==> config.mk <==
export PLATFORM = sky130hd
export DESIGN_NAME = segment_step_generator
export DESIGN_NICKNAME = d
export VERILOG_FILES = /design/src/rtl/segment_step_generator.sv
export SDC_FILE = /design/constraint.sdc
export NUM_CORES = 1
export LEC_CHECK = 0
export ABC_AREA = 1
export CAP_MARGIN = 15
export CORE_MARGIN = 1
export CORE_UTILIZATION = 60
export DETAILED_ROUTE_END_ITERATION = 7
export GPL_TIMING_DRIVEN = 0
export PLACE_DENSITY = 0.8
export SKIP_CTS_REPAIR_TIMING = 1
export SKIP_LAST_GASP = 1
export SLEW_MARGIN = 20
export SYNTH_ARGS = -nofsm -noshare
export SYNTH_HDL_FRONTEND = slang
export SYNTH_SLANG_ARGS = --single-unit
==> constraint.sdc <==
create_clock -name clk -period 3 [get_ports clk]
set_input_delay 0.3 -clock clk [delete_from_list [all_inputs] [get_ports clk]]
set_output_delay 0.3 -clock clk [all_outputs]
set_load 0.02 [all_outputs]
==> src/rtl/segment_step_generator.sv <==
// Segment step generator: pops 4-byte motion records from the segment FIFO and
// plays each one out as a burst of step pulses with direction levels on up
// to four motor channels.
module segment_step_generator #(
    parameter int WORD_SIZE    = 8,
    parameter int RECORD_WORDS = 4,
    parameter int NUM_MOTORS   = 4,
    parameter int PRESCALE     = 16
) (
    input  logic                  clk,
    input  logic                  reset,
    input  logic                  enable,
    input  logic                  fifo_empty,
    input  logic [WORD_SIZE-1:0]  fifo_data,
    output logic                  fifo_read_en,
    output logic [NUM_MOTORS-1:0] step,
    output logic [NUM_MOTORS-1:0] dir,
    output logic                  busy,
    output logic                  segment_done
);

    localparam int PW = (PRESCALE > 1) ? $clog2(PRESCALE) : 1;
    localparam int IW = $clog2(RECORD_WORDS);

    typedef enum logic [2:0] {
        S_IDLE,
        S_FETCH,
        S_LOAD,
        S_LOW,
        S_HIGH
    } state_t;

    state_t state, state_nxt;

    // rec[0] = {dir, mask}, rec[1]/rec[2] = step count lo/hi, rec[3] = half-period
    logic [RECORD_WORDS-1:0][WORD_SIZE-1:0] rec;
    logic [IW-1:0]                          idx;
    logic                                   pending;    // a pop is in flight
    logic [PW-1:0]                          presc;
    logic [WORD_SIZE-1:0]                   hcnt;
    logic [15:0]                            count;

    logic [NUM_MOTORS-1:0] mask;
    logic [WORD_SIZE-1:0]  h_last;
    logic                  presc_last;
    logic                  phase_end;
    logic                  rec_zero;

    // Record decode and phase timing: a half-period of H=0 is treated as H=1
    always_comb begin
        mask       = rec[0][NUM_MOTORS-1:0];
        h_last     = (rec[3] == '0) ? '0 : rec[3] - WORD_SIZE'(1);
        presc_last = (presc == PW'(PRESCALE - 1));
        phase_end  = presc_last && (hcnt == h_last);
        rec_zero   = ({rec[2], rec[1]} == 16'd0) || (mask == '0);
    end

    // State register
    always_ff @(posedge clk or posedge reset) begin
        if (reset) state <= S_IDLE;
        else       state <= state_nxt;
    end

    // Next-state and output decode
    always_comb begin
        state_nxt    = state;
        fifo_read_en = 1'b0;
        step         = '0;
        busy         = (state != S_IDLE);
        case (state)
            S_IDLE: begin
                if (enable && !fifo_empty) state_nxt = S_FETCH;
            end
            S_FETCH: begin
                fifo_read_en = !pending && !fifo_empty;
                if (pending && idx == IW'(RECORD_WORDS - 1)) state_nxt = S_LOAD;
            end
            S_LOAD: begin
                state_nxt = rec_zero ? S_IDLE : S_LOW;
            end
            S_LOW: begin
                if (phase_end) state_nxt = S_HIGH;
            end
            S_HIGH: begin
                step = mask;
                if (phase_end) state_nxt = (count == 16'd1) ? S_IDLE : S_LOW;
            end
            default: state_nxt = S_IDLE;
        endcase
    end

    // Datapath: byte capture, phase timer, step counter, dir and done pulse
    always_ff @(posedge clk or posedge reset) begin
        if (reset) begin
            rec          <= '0;
            idx          <= '0;
            pending      <= 1'b0;
            presc        <= '0;
            hcnt         <= '0;
            count        <= '0;
            dir          <= '0;
            segment_done <= 1'b0;
        end else begin
            segment_done <= 1'b0;
            case (state)
                S_IDLE: begin
                    idx     <= '0;
                    pending <= 1'b0;
                end
                S_FETCH: begin
                    if (pending) begin
                        rec[idx] <= fifo_data;
                        idx      <= idx + IW'(1);
                        pending  <= 1'b0;
                    end else if (fifo_read_en) begin
                        pending <= 1'b1;
                    end
                end
                S_LOAD: begin
                    dir   <= rec[0][WORD_SIZE-1:WORD_SIZE-NUM_MOTORS];
                    presc <= '0;
                    hcnt  <= '0;
                    count <= {rec[2], rec[1]};
                    if (rec_zero) segment_done <= 1'b1;
                end
                S_LOW, S_HIGH: begin
                    if (phase_end) begin
                        presc <= '0;
                        hcnt  <= '0;
                        if (state == S_HIGH) begin
                            count <= count - 16'd1;
                            if (count == 16'd1) segment_done <= 1'b1;
                        end
                    end else if (presc_last) begin
                        presc <= '0;
                        hcnt  <= hcnt + WORD_SIZE'(1);
                    end else begin
                        presc <= presc + PW'(1);
                    end
                end
                default: ;
            endcase
        end
    end

endmodule

Word level (Yosys, flattened, before mapping):

Index checks and enable logic that the tools add are counted.

* order comparisons: 2
* multiplexer cells: 32
* equality and inequality tests: 16
* reduce and logical (&&, ||, !) cells: 21
* $add $sub $neg: 5

Operators by type and width (number)
* $bwmux W32: 1
* $mux W16: 2
* $mux W8: 4
* $pmux W16 S2: 1
* $demux W8 S2: 1
* $eq A16 B1 Y1 const B: 1
* $logic_not A16 Y1: 1
* $pmux W8 S2: 1
* $sub A16 B1 Y16 const B: 1
* $pmux W3 S5: 1
* $ne A2 B2 Y1 const B: 7
* $mux W3: 4
* $mux W4: 3
* $add A8 B1 Y8 const B: 1
* $eq A8 B8 Y1: 1
* $logic_not A8 Y1: 1
* $pmux W4 S2: 1
* $sub A8 B1 Y8 const B: 1
* $mux W1: 7
* $eq A3 B2 Y1 const B: 2
* $mux W2: 3
* $reduce_and A2 Y1: 3
* $logic_and A1 B1 Y1: 5
* $add A4 B1 Y4 const B: 1
* 19 further kinds: 22

* flip-flop bits (word level): 71
* word-level logic and storage cells: 88
* output and inout port bits: 11
* input bits: 12

Longest topological paths before layout:

* word-level depth: 6
* depth in mapped cells: 16
* gate-level depth less buffers: 15

Least setup slack after synthesis:

OpenSTA, ideal clock, no wires.

* path kind: flip-flop to flip-flop
* start point: register rec[24] (netlist bit)
* end point: register count[0]
* stages on the path, launching flop included: 17
* period minus slack after synthesis: 1956 ps
* setup time: 117 ps
* path slack: 1044 ps
* buffers on the path: 1
* required time: 2883 ps
* arrival time: 1839 ps
* path through: dfrtp_1 > inv_1 > ha_1 > nand2_2 > nor2_4 > nand2_4 > nand2_1 > nand2_1 > nand2_1 > nand2_1 > nor2_2 > nand3_2 > nand2_4 > nand2_4 > buf_6 > nand2_1 > nand2_1

* word-level cells in the longest chain between the ends: 6
* elaborated cells on any way between the ends: 7
* those cells by class: 1 x add/sub; 2 x eq/ne; 1 x mux; 3 x reduce/logical

Ends and longest elaborated chain
* start: declaration: line 36 `logic [RECORD_WORDS-1:0][WORD_SIZE-1:0] rec;`
* start signal: indexed assignment: line 112 `rec[idx] <= fifo_data;`
* $sub A8 B1 Y8 / $logic_not A8 Y1 (equally long branches): line 52 `h_last = (rec[3] == '0) ? '0 : rec[3] - WORD_SIZE'(1);`
* $mux W8 (*): line 52
* $eq A8 B8 Y1 (*): line 54 `phase_end = presc_last && (hcnt == h_last);`
* $logic_and A1 B1 Y1 (*): line 54
* $ne A2 B2 Y1 (no line) (*)
* $reduce_and A3 Y1 (no line) (*)
* end signal: assignment: line 123 `count <= {rec[2], rec[1]};`
* end signal: assignment: line 131 `count <= count - 16'd1;`
* end: declaration: line 41 `logic [15:0] count;`

Mark *: on every way between the ends. The rest lies on a longest branch, timed or not.
A chain may end at the register's enable or synchronous reset.

Final worst setup path:

* start point: register state[0]
* end point: output port step[2]

* word-level cells in the longest chain between the ends: 2

Ends and longest elaborated chain
* start: declaration: line 33 `state_t state, state_nxt;`
* start signal: assignment: line 61 `else state <= state_nxt;`
* $eq A3 B3 Y1: line 70 `case (state)`
* $mux W4: line 70
* end: declaration: line 16 `output logic [NUM_MOTORS-1:0] step,`

Every way passes these cells.

==> run metrics <==
largest net degree at the start of global routing=55; fmax=0.421 GHz; Setup CP Type=flip-flop to primary output; Initial Util=between 60% and 70%; diode count=0; WL final=8880 um; # fillers=around 490; antenna viol nets, final=0; first-pass GRT wire length=15100 um; Final Skew=approximately 0.013 ns; TritonCTS clock tree=built; top area cells in the synthesized netlist=dfrtp_1 45%, nand2_1 15%, o21ai_0 6.3%; Layout Utilization=71.5%; CP Launch Type=flip-flop; final hold viol count=0; FF/Latch Area=1780 um2; clock sink count=71; worst relative slew slack=67.8%; Max Cap Violations=0; die area=between 6000 and 7000 um2; total power=1.94 mW; Skew-Pair Late Insertion Delay=0.36 ns; Syn Std Cell Area=3950 um2; period utilisation layout=slightly below 80%; floorplan row count=29; CP required=2.70 ns; share of the synthesized area in the top cell type=45.0%; Post-synth ARST share=100%; Ports=23; syn_area_per_cell=roughly 7.6 um2; core box area=6350 um2; DRC viols=0; placed cell area=4300 um2; Bufs on Longest Clock Path=2; final setup vio count=0; initial antenna violation count=0; Avg Vias per Cell=5.56; post-synth net total=543; Synth Instances=522; CTS H-tree lvls=3; leakage=2.35 nW; arrival time at the worst endpoint=between 2 and 2.5 ns; fin area=4540 um2; Clock transition at path regs=0.08 ns; Area Overhead vs Synth=14.9%; Pwr per Cell Area=427 nW/um2; die width=83.2 um; global route overflow=0; top cells by count, synth=158 x nand2_1, 71 x dfrtp_1, 55 x inv_1, 50 x o21ai_0, 47 x nand3_1; sequential area share after synthesis=between 40% and 50%; Synth cell types=40; Worst Hold Class=input port to asynchronous set/reset pin; layout cells sized above 1=8.91%; post-synth top area cell=dfrtp_1; EDFF count, synth=0; Global Route Usage Sum=27.9%; status=finished clean; area of the multi-input gates=1890 um2; Pre-Repair DR Iteration Count=5; Worst setup EP type=primary output; Worst Tran Pin Value=0.481 ns; Ys Warns=0; clk root buf=clkbuf_8; Routed WL per cell=approximately 14 um; Die Ht=83.2 um; port bufs=22; count leader, synth=nand2_1; DRT iter0 DRCs=264; largest fanout on the critical path=8; VDD IR max=370 uV; Slew Viols, Final=0; flops & latches, synth=71; vias in the first global route=3377; Most used DFF post-synth=dfrtp_1; Final min period=between 2 and 2.5 ns; HPWL after DPL=6500 um; RSZ-0062 raised after global routing=false; DR vias=3546; Final nets=approximately 580; total CTS buffers=9; gp weighted congestion=0.839
[registers in the layout (all words and copies together) (netlist names)]
register / flops
rec: 28
dir: 4
hcnt: 8
segment_done: 1
idx: 2
pending: 1
mask: 4
state: 3
count: 16
presc: 4
[routing by layer]
metal	global-route usage [%]	vias to the layer above	share of wire, %	wire (um)
met5	0	-	0	0
met1	39.3	1657	47	4180
met3	5.47	14	4.5	402
li1	-	1763	-	-
met2	43.4	112	47	4170
met4	9.56	0	1.4	128
[logic make-up (layout without fill, tap and decap cells)]
logic type	count (synthesis)	after routing	synth area share, %
adders and majority gates	9	9	2.85
DFF	71	71	45.0
xor gates and xnor gates	10	10	2.22
buffers and inverters	71	110	7.28
and+or+nand+nor	282	282	31.5
muxes	1	1	0.285
AOI/OAI and AO/OA	78	78	10.9
[final timing paths]
check	start	endpoint	slack (ns)	depth (start not counted)
worst min-delay path	reset	count[13]	0.22	2
worst max-delay path	state[0]	step[2]	0.62	5
worst min register to register	dir[3]	dir[3]	0.48	2
max in group asynchronous	reset	rec[25]	2.24	3
min in group clk	dir[3]	dir[3]	0.48	2
worst max register to register	rec[24]	count[15]	0.78	16
[worst max-delay path, cell delays in order (launching register included)]
cell and delay, ns:
dfrtp_1 0.45, or2_4 0.28, nor2_8 0.13, inv_2 0.12
nor2_1 0.12, clkdlybuf4s50_1 0.62
[cells in the final DEF (no fill, tap or decap), types with 3 or more instances in the layout]
cell / count
nand2_4: 3
clkbuf_8: 9
nor2_1: 41
dfrtp_1: 71
a31oi_1: 5
nor2_2: 6
nand3_1: 47
xor2_1: 7
bufinv_16: 3
xnor2_1: 3
inv_1: 54
clkdlybuf4s50_1: 22
nor4_1: 4
ha_1: 9
nor3_1: 6
clkbuf_1: 4
o21ai_0: 50
nand2_2: 3
a21oi_1: 14
nand2_1: 158
nand4_1: 7
buf_2: 4
inv_2: 3
[where the power goes]
group          switching [mW]  internal (mW)  leakage [nW]
clock                   0.380          0.555         0.120
combinational          0.0292         0.0173          1.43
sequential                  0          0.956         0.800
[final cells by class]
cell class | instances | area share [%]
Buffer | 11 | 1.35
Clock buffer | 9 | 2.73
Clock inverter | 7 | 2.64
Inverter | 60 | 5.04
Multi-Input combinational cell | 380 | 41.6
Sequential cell | 71 | 39.1
Tap cell | 77 | 2.12
Timing Repair Buffer | 23 | 5.45
[per-stage QoR]
stage / std cells / setup WS (ns) / setup TNS (ns) / hold WS (ns)
after floorplan: 522 / 0.903 / 0 / 0.442
after global placement: 621 / -0.251 / -17.60 / 0.457
after detailed placement: 622 / 0.778 / 0 / 0.462
after CTS: 638 / 0.607 / 0 / 0.236
after global routing: 638 / 0.560 / 0 / 0.267
final: 638 / 0.624 / 0 / 0.223
Note: power is estimated with default switching activity, not from simulation.
